<file path="config.mk">
export PLATFORM = sky130hd
export DESIGN_NAME = adv7513_i2c_arb
export DESIGN_NICKNAME = d
export VERILOG_FILES = /design/src/rtl/adv7513_i2c_arb.sv
export SDC_FILE = /design/constraint.sdc
export NUM_CORES = 1
export LEC_CHECK = 0
export CAP_MARGIN = 40
export CORE_UTILIZATION = 48
export DETAILED_ROUTE_END_ITERATION = 8
export HOLD_SLACK_MARGIN = 0.05
export PLACE_DENSITY = 0.86
export SETUP_SLACK_MARGIN = 0.3
export SLEW_MARGIN = 10
export SYNTH_ARGS = -nofsm -noshare
export SYNTH_HDL_FRONTEND = slang
export SYNTH_SLANG_ARGS = --single-unit
</file>
<file path="constraint.sdc">
create_clock -name clk -period 5.4 [get_ports clk]
set_input_delay 0.81 -clock clk [delete_from_list [all_inputs] [get_ports clk]]
set_output_delay 0.81 -clock clk [all_outputs]
set_load 0.02 [all_outputs]
</file>
<file path="src/rtl/adv7513_i2c_arb.sv">
// Round-robin arbiter sharing one ADV7513 I2C master among NUM_REQ register-access requesters.
// One transaction at a time: grant, issue a one-cycle enable, track master busy, then ack.
module adv7513_i2c_arb #(
    parameter int unsigned NUM_REQ   = 3,
    parameter logic [6:0]  CHIP_ADDR = 7'h72,
    parameter logic [15:0] TIMEOUT   = 16'd65535
) (
    input  logic                 clk,
    input  logic                 reset,
    input  logic [NUM_REQ-1:0]   req,
    input  logic [NUM_REQ-1:0]   rw,
    input  logic [8*NUM_REQ-1:0] req_addr,
    input  logic [8*NUM_REQ-1:0] req_wdata,
    output logic [NUM_REQ-1:0]   ack,
    output logic [7:0]           rdata,
    output logic                 err,
    output logic [1:0]           gnt_id,
    output logic [6:0]           m_chip_addr,
    output logic [7:0]           m_reg_addr,
    output logic [7:0]           m_data_in,
    output logic                 m_write_en,
    output logic                 m_read_en,
    input  logic                 m_busy,
    input  logic [2:0]           m_status,
    input  logic [7:0]           m_data_out
);

    typedef enum logic [2:0] {
        IDLE       = 3'd0,
        ISSUE      = 3'd1,
        WAIT_START = 3'd2,
        WAIT_END   = 3'd3,
        DONE       = 3'd4
    } state_t;

    state_t      state_q, state_d;
    logic [1:0]  gnt_id_q, gnt_id_d;
    logic [1:0]  last_q, last_d;
    logic        rw_q, rw_d;
    logic [7:0]  addr_q, addr_d;
    logic [7:0]  wdata_q, wdata_d;
    logic [15:0] cnt_q, cnt_d;
    logic [7:0]  rdata_q, rdata_d;
    logic        err_q, err_d;

    logic [3:0]  req_ext;
    logic [2:0]  cand;
    logic        win_found;
    logic [1:0]  win_idx;
    logic        win_rw;
    logic [7:0]  win_addr;
    logic [7:0]  win_wdata;
    logic        timeout_hit;

    // Scan from last_q+1 upward with wrap; padding req to 4 bits keeps indices >= NUM_REQ ungrantable.
    always_comb begin
        req_ext              = '0;
        req_ext[NUM_REQ-1:0] = req;
        win_found            = 1'b0;
        win_idx              = '0;
        cand                 = '0;
        for (int unsigned k = 1; k <= NUM_REQ; k++) begin
            cand = {1'b0, last_q} + 3'(k);
            if (cand >= 3'(NUM_REQ)) begin
                cand = cand - 3'(NUM_REQ);
            end
            if (!win_found && req_ext[cand[1:0]]) begin
                win_found = 1'b1;
                win_idx   = cand[1:0];
            end
        end
    end

    always_comb begin
        win_rw    = 1'b0;
        win_addr  = '0;
        win_wdata = '0;
        for (int unsigned i = 0; i < NUM_REQ; i++) begin
            if (win_idx == 2'(i)) begin
                win_rw    = rw[i];
                win_addr  = req_addr[8*i +: 8];
                win_wdata = req_wdata[8*i +: 8];
            end
        end
    end

    assign timeout_hit = ((cnt_q + 16'd1) == TIMEOUT);

    always_ff @(posedge clk) begin
        if (!reset) begin
            state_q <= IDLE;
        end else begin
            state_q <= state_d;
        end
    end

    always_comb begin
        state_d = state_q;
        case (state_q)
            IDLE:       if (win_found) state_d = ISSUE;
            ISSUE:      state_d = WAIT_START;
            WAIT_START: begin
                if (timeout_hit) begin
                    state_d = DONE;
                end else if (m_busy) begin
                    state_d = WAIT_END;
                end
            end
            WAIT_END:   if (timeout_hit || !m_busy) state_d = DONE;
            DONE:       state_d = IDLE;
            default:    state_d = IDLE;
        endcase
    end

    always_comb begin
        m_write_en = 1'b0;
        m_read_en  = 1'b0;
        ack        = '0;
        case (state_q)
            ISSUE: begin
                m_read_en  = rw_q;
                m_write_en = !rw_q;
            end
            DONE: begin
                for (int unsigned i = 0; i < NUM_REQ; i++) begin
                    ack[i] = (gnt_id_q == 2'(i));
                end
            end
            default: ;
        endcase
    end

    // Result registers load on DONE entry so rdata/err are already valid while ack is high.
    always_comb begin
        gnt_id_d = gnt_id_q;
        last_d   = last_q;
        rw_d     = rw_q;
        addr_d   = addr_q;
        wdata_d  = wdata_q;
        cnt_d    = cnt_q;
        rdata_d  = rdata_q;
        err_d    = err_q;
        if (state_q == IDLE && win_found) begin
            gnt_id_d = win_idx;
            rw_d     = win_rw;
            addr_d   = win_addr;
            wdata_d  = win_wdata;
        end
        if (state_q == ISSUE) begin
            cnt_d = '0;
        end
        if (state_q == WAIT_START || state_q == WAIT_END) begin
            cnt_d = cnt_q + 16'd1;
        end
        if (state_d == DONE && state_q != DONE) begin
            err_d = timeout_hit || (m_status != 3'b000);
            if (rw_q) begin
                rdata_d = m_data_out;
            end
        end
        if (state_q == DONE) begin
            last_d = gnt_id_q;
        end
    end

    always_ff @(posedge clk) begin
        if (!reset) begin
            gnt_id_q <= '0;
            last_q   <= 2'(NUM_REQ - 1);
            rw_q     <= 1'b0;
            addr_q   <= '0;
            wdata_q  <= '0;
            cnt_q    <= '0;
            rdata_q  <= '0;
            err_q    <= 1'b0;
        end else begin
            gnt_id_q <= gnt_id_d;
            last_q   <= last_d;
            rw_q     <= rw_d;
            addr_q   <= addr_d;
            wdata_q  <= wdata_d;
            cnt_q    <= cnt_d;
            rdata_q  <= rdata_d;
            err_q    <= err_d;
        end
    end

    assign m_chip_addr = CHIP_ADDR;
    assign m_reg_addr  = addr_q;
    assign m_data_in   = wdata_q;
    assign gnt_id      = gnt_id_q;
    assign rdata       = rdata_q;
    assign err         = err_q;

endmodule

</file>
==> results of run 1 <==
metrics by stage:
stage               power, mW  area (um2)  setup slack [ns]
CTS                     0.863        3910              2.51
global route            0.903        3910              2.34
detailed placement      0.649        3820              2.25
floorplan               0.537        2840              2.81
global placement        0.640        3770              2.03
finish                  0.859        3910              2.52
power by group through the flow:
stage               Sequential (mW)  Combinational, mW  Clock, mW
finish                        0.403              0.239      0.218
global route                  0.406              0.261      0.236
CTS                           0.402              0.240      0.221
detailed placement            0.410              0.239          0
global placement              0.410              0.230          0
floorplan                     0.429              0.108          0
placed cells by master, fill, tap and decap left out, drive strengths merged, types with 3 or more instances in the layout:
cell           instances
nand4                  7
o21ai                 30
o21a                   3
ha                     5
nor4                   5
nor2b                  4
buf                    5
dfxtp                 49
nor2                  26
or2                    3
o22ai                  3
nand2                 58
xnor2                  4
nand3                  9
nor3                   6
a31oi                  6
conb                   7
nand2b                 4
a21oi                 19
inv                    6
mux2i                 26
a22o                  16
a311oi                 4
clkbuf                 7
clkdlybuf4s50         99
cells by family (layout without fill, tap and decap cells):
kind of cell,after synthesis,count (layout)
buffers and inverters,37,117
adders and majority gates,5,5
DFF,49,49
AOI/OAI and AO/OA,90,90
other,2,7
muxes,26,26
and+or+nand+nor,135,135
xor gates and xnor gates,6,6
routing by layer:
layer  track usage  up-vias
li1              -     1401
met1         0.279     1231
met2         0.403      112
met3        0.0756        9
met4        0.0778        0
met5             0        -
registers in the layout, summed over array words and instances, names as in the netlist:
signal / count
err: 1
last_q: 2
rdata: 8
rw_q: 1
gnt_id: 2
m_data_in: 8
state_q: 3
m_reg_addr: 8
cnt_q: 16
final timing paths:
check | start | endpoint | depth (start not counted)
setup / recovery | cnt_q[0]$_SDFFE_PN0P_ | rdata[4]$_SDFFE_PN0P_ | 8
setup reg to reg | cnt_q[0]$_SDFFE_PN0P_ | rdata[4]$_SDFFE_PN0P_ | 8
hold / removal | rdata[3]$_SDFFE_PN0P_ | rdata[3]$_SDFFE_PN0P_ | 2
hold reg to reg | rdata[3]$_SDFFE_PN0P_ | rdata[3]$_SDFFE_PN0P_ | 2
area by class of cell:
type                    instances  share of cell area
multi-input cells             269               0.431
repair buffers                104               0.267
flip-flops and latches         49               0.251
well taps                      72              0.0231
clock buffers                   7              0.0221
inverters                       6             0.00577
worst reg2reg max path: stages (launching register included):
cell	delay [ns]
dfxtp_1	0.42
ha_1	0.36
nand2_1	0.24
or4_4	0.58
xor2_1	0.18
nor4_4	0.27
nand4_4	0.17
a21oi_4	0.36
mux2i_1	0.23
==> results.cfg, run 1 <==
[global_route]
grt_max_degree = 33
grt_antenna_before_repair = 0
grt_use_total = 0.237
overflow = 0
grt_pass1_vias = 2575
grt_pass1_wl_um = 11800

[power_and_ir_drop]
sw_frac_of_total = 0.293
powerDensity_nw_per_um2 = 220
p_sw_mw = 0.251
power_frac_comb = 0.278
p_clk_frac = 0.253
power.leakage_nw = 1.52
ir_drop_uv = 128
p_seq_frac = 0.468
power.internal_mw = 0.608

[synthesis]
synth.area.mux_share = 0.0924
post-synth-top-area-cell = dfxtp_1
synthAdderAreaFrac = 0.0222
synth_top_family_by_area = simple AND/OR/NAND/NOR gates
ys_dominant_reg_cell = dfxtp_1
synth_compound_area_frac = 0.207
synth_xor_area_frac = 0.0187
synth.most_common_cell = nand2_1
syn_avg_cell_area_um2 = 8.05
synth_edf_count = 0
seq_area_frac_synth = 0.348
synth_area_leaders = dfxtp_1, mux2i_1, nand2_1
syn-instance-count = 350
netlist_area_um2 = 2820
synth_cell_types = 51
synthSimpleGateAreaFrac = 0.247
ys_async_sr_fraction = 0
yosysWarnings = 0
yosysTopAreaCellShare = 0.348
synth_commonest_cells = nand2_1, dfxtp_1, o21ai_0, mux2i_1, nor2_1
synth_seq_cells = 49

[drt]
route.detailed.drc = 0
drtIter0Drc = 215
wl_met3_um = 657
ant_nets = 0
via_per_inst = 5.43
dr.pass1.iters = 4
vias = 2753
wl_met2_um = 3250
totalWireLength_um = 6870
wl_met1_um = 2860
highest_layer = met4
wire_per_inst_um = 13.5

[die]
ios = 107
die_h_um = 78.6
die-area_um2 = 6180
die_w_um = 78.6
core_area_um2 = 5570
rows = 27
start_util = 0.505

[worst_setup_path]
crit_type = flop to flop
cp.arrival_ns = 3.11
crit_required_ns = 5.63
cpPeakStageDelay_ns = 0.58
path_cells = ha_1 > nand2_1 > or4_4 > xor2_1 > nor4_4 > nand4_4 > a21oi_4 > mux2i_1
worstSetupEndpointType = flop
slowest_stage = or4_4
setup.worst_path.start_class = flop
r2r_slack_ns = 2.52
path_max_fanout = 8
cp_top_family = simple AND/OR/NAND/NOR gates
critPathBufInv = 0

[sta]
period_needed_ns = 2.88
fin_skew_ns = 0.0106
setup_tns_ns = 0
drv_slew = 0
worst_slew_pin_slew_ns = 0.719
finalHoldViolations = 0
whs_ns = 0.460
rsz0062_at_grt = no
fin_crit_sh = 0.534
setup_viol = 0
max_slew_margin = 0.519
clock.fmax_mhz = 347

[flow_run]
maxCapViolCount = 0

[layout]
fin_nets = 508
area_growth_pct = 38.6
final_core_util = 0.701
nFillCells = 476
seqCellArea_um2 = 981
fin_cells = 507
drive_gt1_frac = 0.0552
n_antenna_cell = 0
multi_input_area_um2 = 1680

[hold_path]
hold_class = flop to flop

[clock_tree]
hold_buffers = 0
cts.sinks = 49
cts_setup_buffers = 0
cts-root-buf = clkbuf_8
clk_latency_ns = 0.31
htree_levels = 2
cts_buffers = 5
cts_tree = built
clkSlewWorstSetupHoldPaths_ns = 0.08
clk_path_buf_depth = 2
post_cts_resized = 0

[placement]
io_buffers = 99
gp_congestion = 0.844
place_inst = 500
post-dp-hpwl_um = 5170

[run_status]
outcome = completed
No activity file was read; power rests on OpenSTA's default activity.
==> run 2: changes to the inputs <==
Settings changed: CORE_UTILIZATION 48 to 44, PLACE_DENSITY 0.86 to 0.8.
Clock period 5.4 ns to 2.8 ns, I/O delays scaled along.
==> run 2 against run 1 <==
Compared with the run above: non-clock buffer count rose by 8; die area rose by 8.9%; register-to-register slack got worse by 2.1 ns; clock skew fell by 0.0039 ns; sequential power rose by 93%; clock power rose by 140%; wire length rose by 1.5%; cell area rose by 3.3%; flip-flop and latch count did not move; total power rose by 110%; largest power group unchanged.
==> results.cfg, run 2 (same netlist as run 1, synthesis figures left out) <==
[worst_setup_path]
slowest_stage = or4_4
setup.worst_path.start_class = flop
crit_required_ns = 3.03
crit_type = flop to flop
path_max_fanout = 7
cp.arrival_ns = 2.61
path_cells = ha_1 > nand2_2 > or4_4 > xor2_1 > nor4_4 > nand4_4 > a21oi_4 > buf_12 > mux2i_1
worstSetupEndpointType = flop
cpPeakStageDelay_ns = 0.55

[die]
die-area_um2 = 6730
core_area_um2 = 6060
start_util = 0.465
die_h_um = 82.0
rows = 28
ios = 107
die_w_um = 82.0

[layout]
layout_common_cells = clkdlybuf4s50_1, nand2_1, dfxtp_1
largest_reg_flops = 16
area_growth_pct = 43.3
n_antenna_cell = 0
final_common_cell = clkdlybuf4s50_1
largest-register = cnt_q
fin_area_um2 = 4040
multi_input_area_um2 = 1690
drive_gt1_frac = 0.0968
fin_nets = 516
nFillCells = 497
seqCellArea_um2 = 990

[drt]
vias = 2841
totalWireLength_um = 6970
wl_met2_um = 3340
wl_met1_um = 2970
dr.pass1.iters = 4
ant_nets = 0
highest_layer = met4
route.detailed.drc = 0
wire_per_inst_um = 13.4
drtIter0Drc = 291
wl_met3_um = 597
via_per_inst = 5.47

[sta]
fin_skew_ns = 0.00678
setup_viol = 0
worst_slew_pin_slew_ns = 0.677
max_slew_margin = 0.547
rsz0062_at_grt = no
fin_crit_sh = 0.847
clock.fmax_mhz = 422
period_needed_ns = 2.37
finalHoldViolations = 0
setup_tns_ns = 0
drv_slew = 0

[clock_tree]
cts.sinks = 49
clk_latency_ns = 0.30
cts-root-buf = clkbuf_8
cts_tree = built
hold_buffers = 0
clk_path_buf_depth = 2
cts_buffers = 5
htree_levels = 2
clkSlewWorstSetupHoldPaths_ns = 0.09

[placement]
place_area_um2 = 3860
post-dp-hpwl_um = 5240
gp_congestion = 0.855
io_buffers = 99

[global_route]
overflow = 0
grt_antenna_before_repair = 0
grt_pass1_vias = 2564
grt_use_total = 0.219
grt_max_degree = 34
grt_pass1_wl_um = 11400

[power_and_ir_drop]
powerDensity_nw_per_um2 = 438
ir_drop_uv = 267
power.leakage_nw = 1.61

[run_status]
outcome = completed

[hold_path]
hold_class = flop to flop

[flow_run]
maxCapViolCount = 0
[run 2: critical path: cells and delay by family, from the launching register on]
kind | cells | cell delay [ns]
adders and majority gates | 1 | 0.19
and+or+nand+nor | 4 | 1.04
AOI/OAI and AO/OA | 1 | 0.20
DFF | 1 | 0.37
muxes | 1 | 0.18
buffers and inverters | 1 | 0.14
xor gates and xnor gates | 1 | 0.18
[run 2: power breakdown]
group | internal, mW | total [mW] | leakage, nW | switching, mW
Sequential | 0.742 | 0.777 | 0.402 | 0.0354
Clock | 0.290 | 0.520 | 0.0574 | 0.229
Combinational | 0.241 | 0.470 | 1.15 | 0.229
Total | 1.27 | 1.77 | 1.61 | 0.494
[run 2: final cells by class]
class / count / area share
clock buffer: 6 / 0.0205
inverter: 6 / 0.00558
sequential: 49 / 0.245
timing repair buffer: 112 / 0.277
tap: 75 / 0.0232
clock inverter: 2 / 0.00930
multi-input combinational: 269 / 0.419
[run 2: stage by stage]
stage	cells	total power, mW	setup WS [ns]	utilization	hold slack (ns)
floorplan	355	1.04	0.312	-	0.464
global route	519	1.86	0.302	0.666	0.491
CTS	518	1.78	0.310	0.662	0.464
global placement	508	1.25	0.286	0.637	0.442
detailed placement	508	1.26	0.218	0.637	0.446
finish	519	1.77	0.428	0.666	0.461
[run 2: per-layer routing]
metal | GRT usage | up-vias
li1 | - | 1421
met1 | 0.264 | 1295
met2 | 0.369 | 118
met3 | 0.0789 | 7
met4 | 0.0526 | 0
met5 | 0 | -
[run 2: timing repair]
action | CTS | global route
endpoints found under the setup margin | 8 | 27
gates resized for setup | 1 | 8
pin swaps | 1 | 3
buffers inserted | 2 | 1
[run 2: path summary, 6_finish.rpt]
| path | slack (ns) | endpoint | depth (start not counted) | from |
|---|---|---|---|---|
| worst min-delay path | 0.46 | rdata[2]$_SDFFE_PN0P_ | 2 | rdata[2]$_SDFFE_PN0P_ |
| worst max-delay path | 0.43 | rdata[4]$_SDFFE_PN0P_ | 9 | cnt_q[1]$_SDFFE_PN0P_ |
| worst min register to register | 0.46 | rdata[2]$_SDFFE_PN0P_ | 2 | rdata[2]$_SDFFE_PN0P_ |
| worst max register to register | 0.43 | rdata[4]$_SDFFE_PN0P_ | 9 | cnt_q[1]$_SDFFE_PN0P_ |
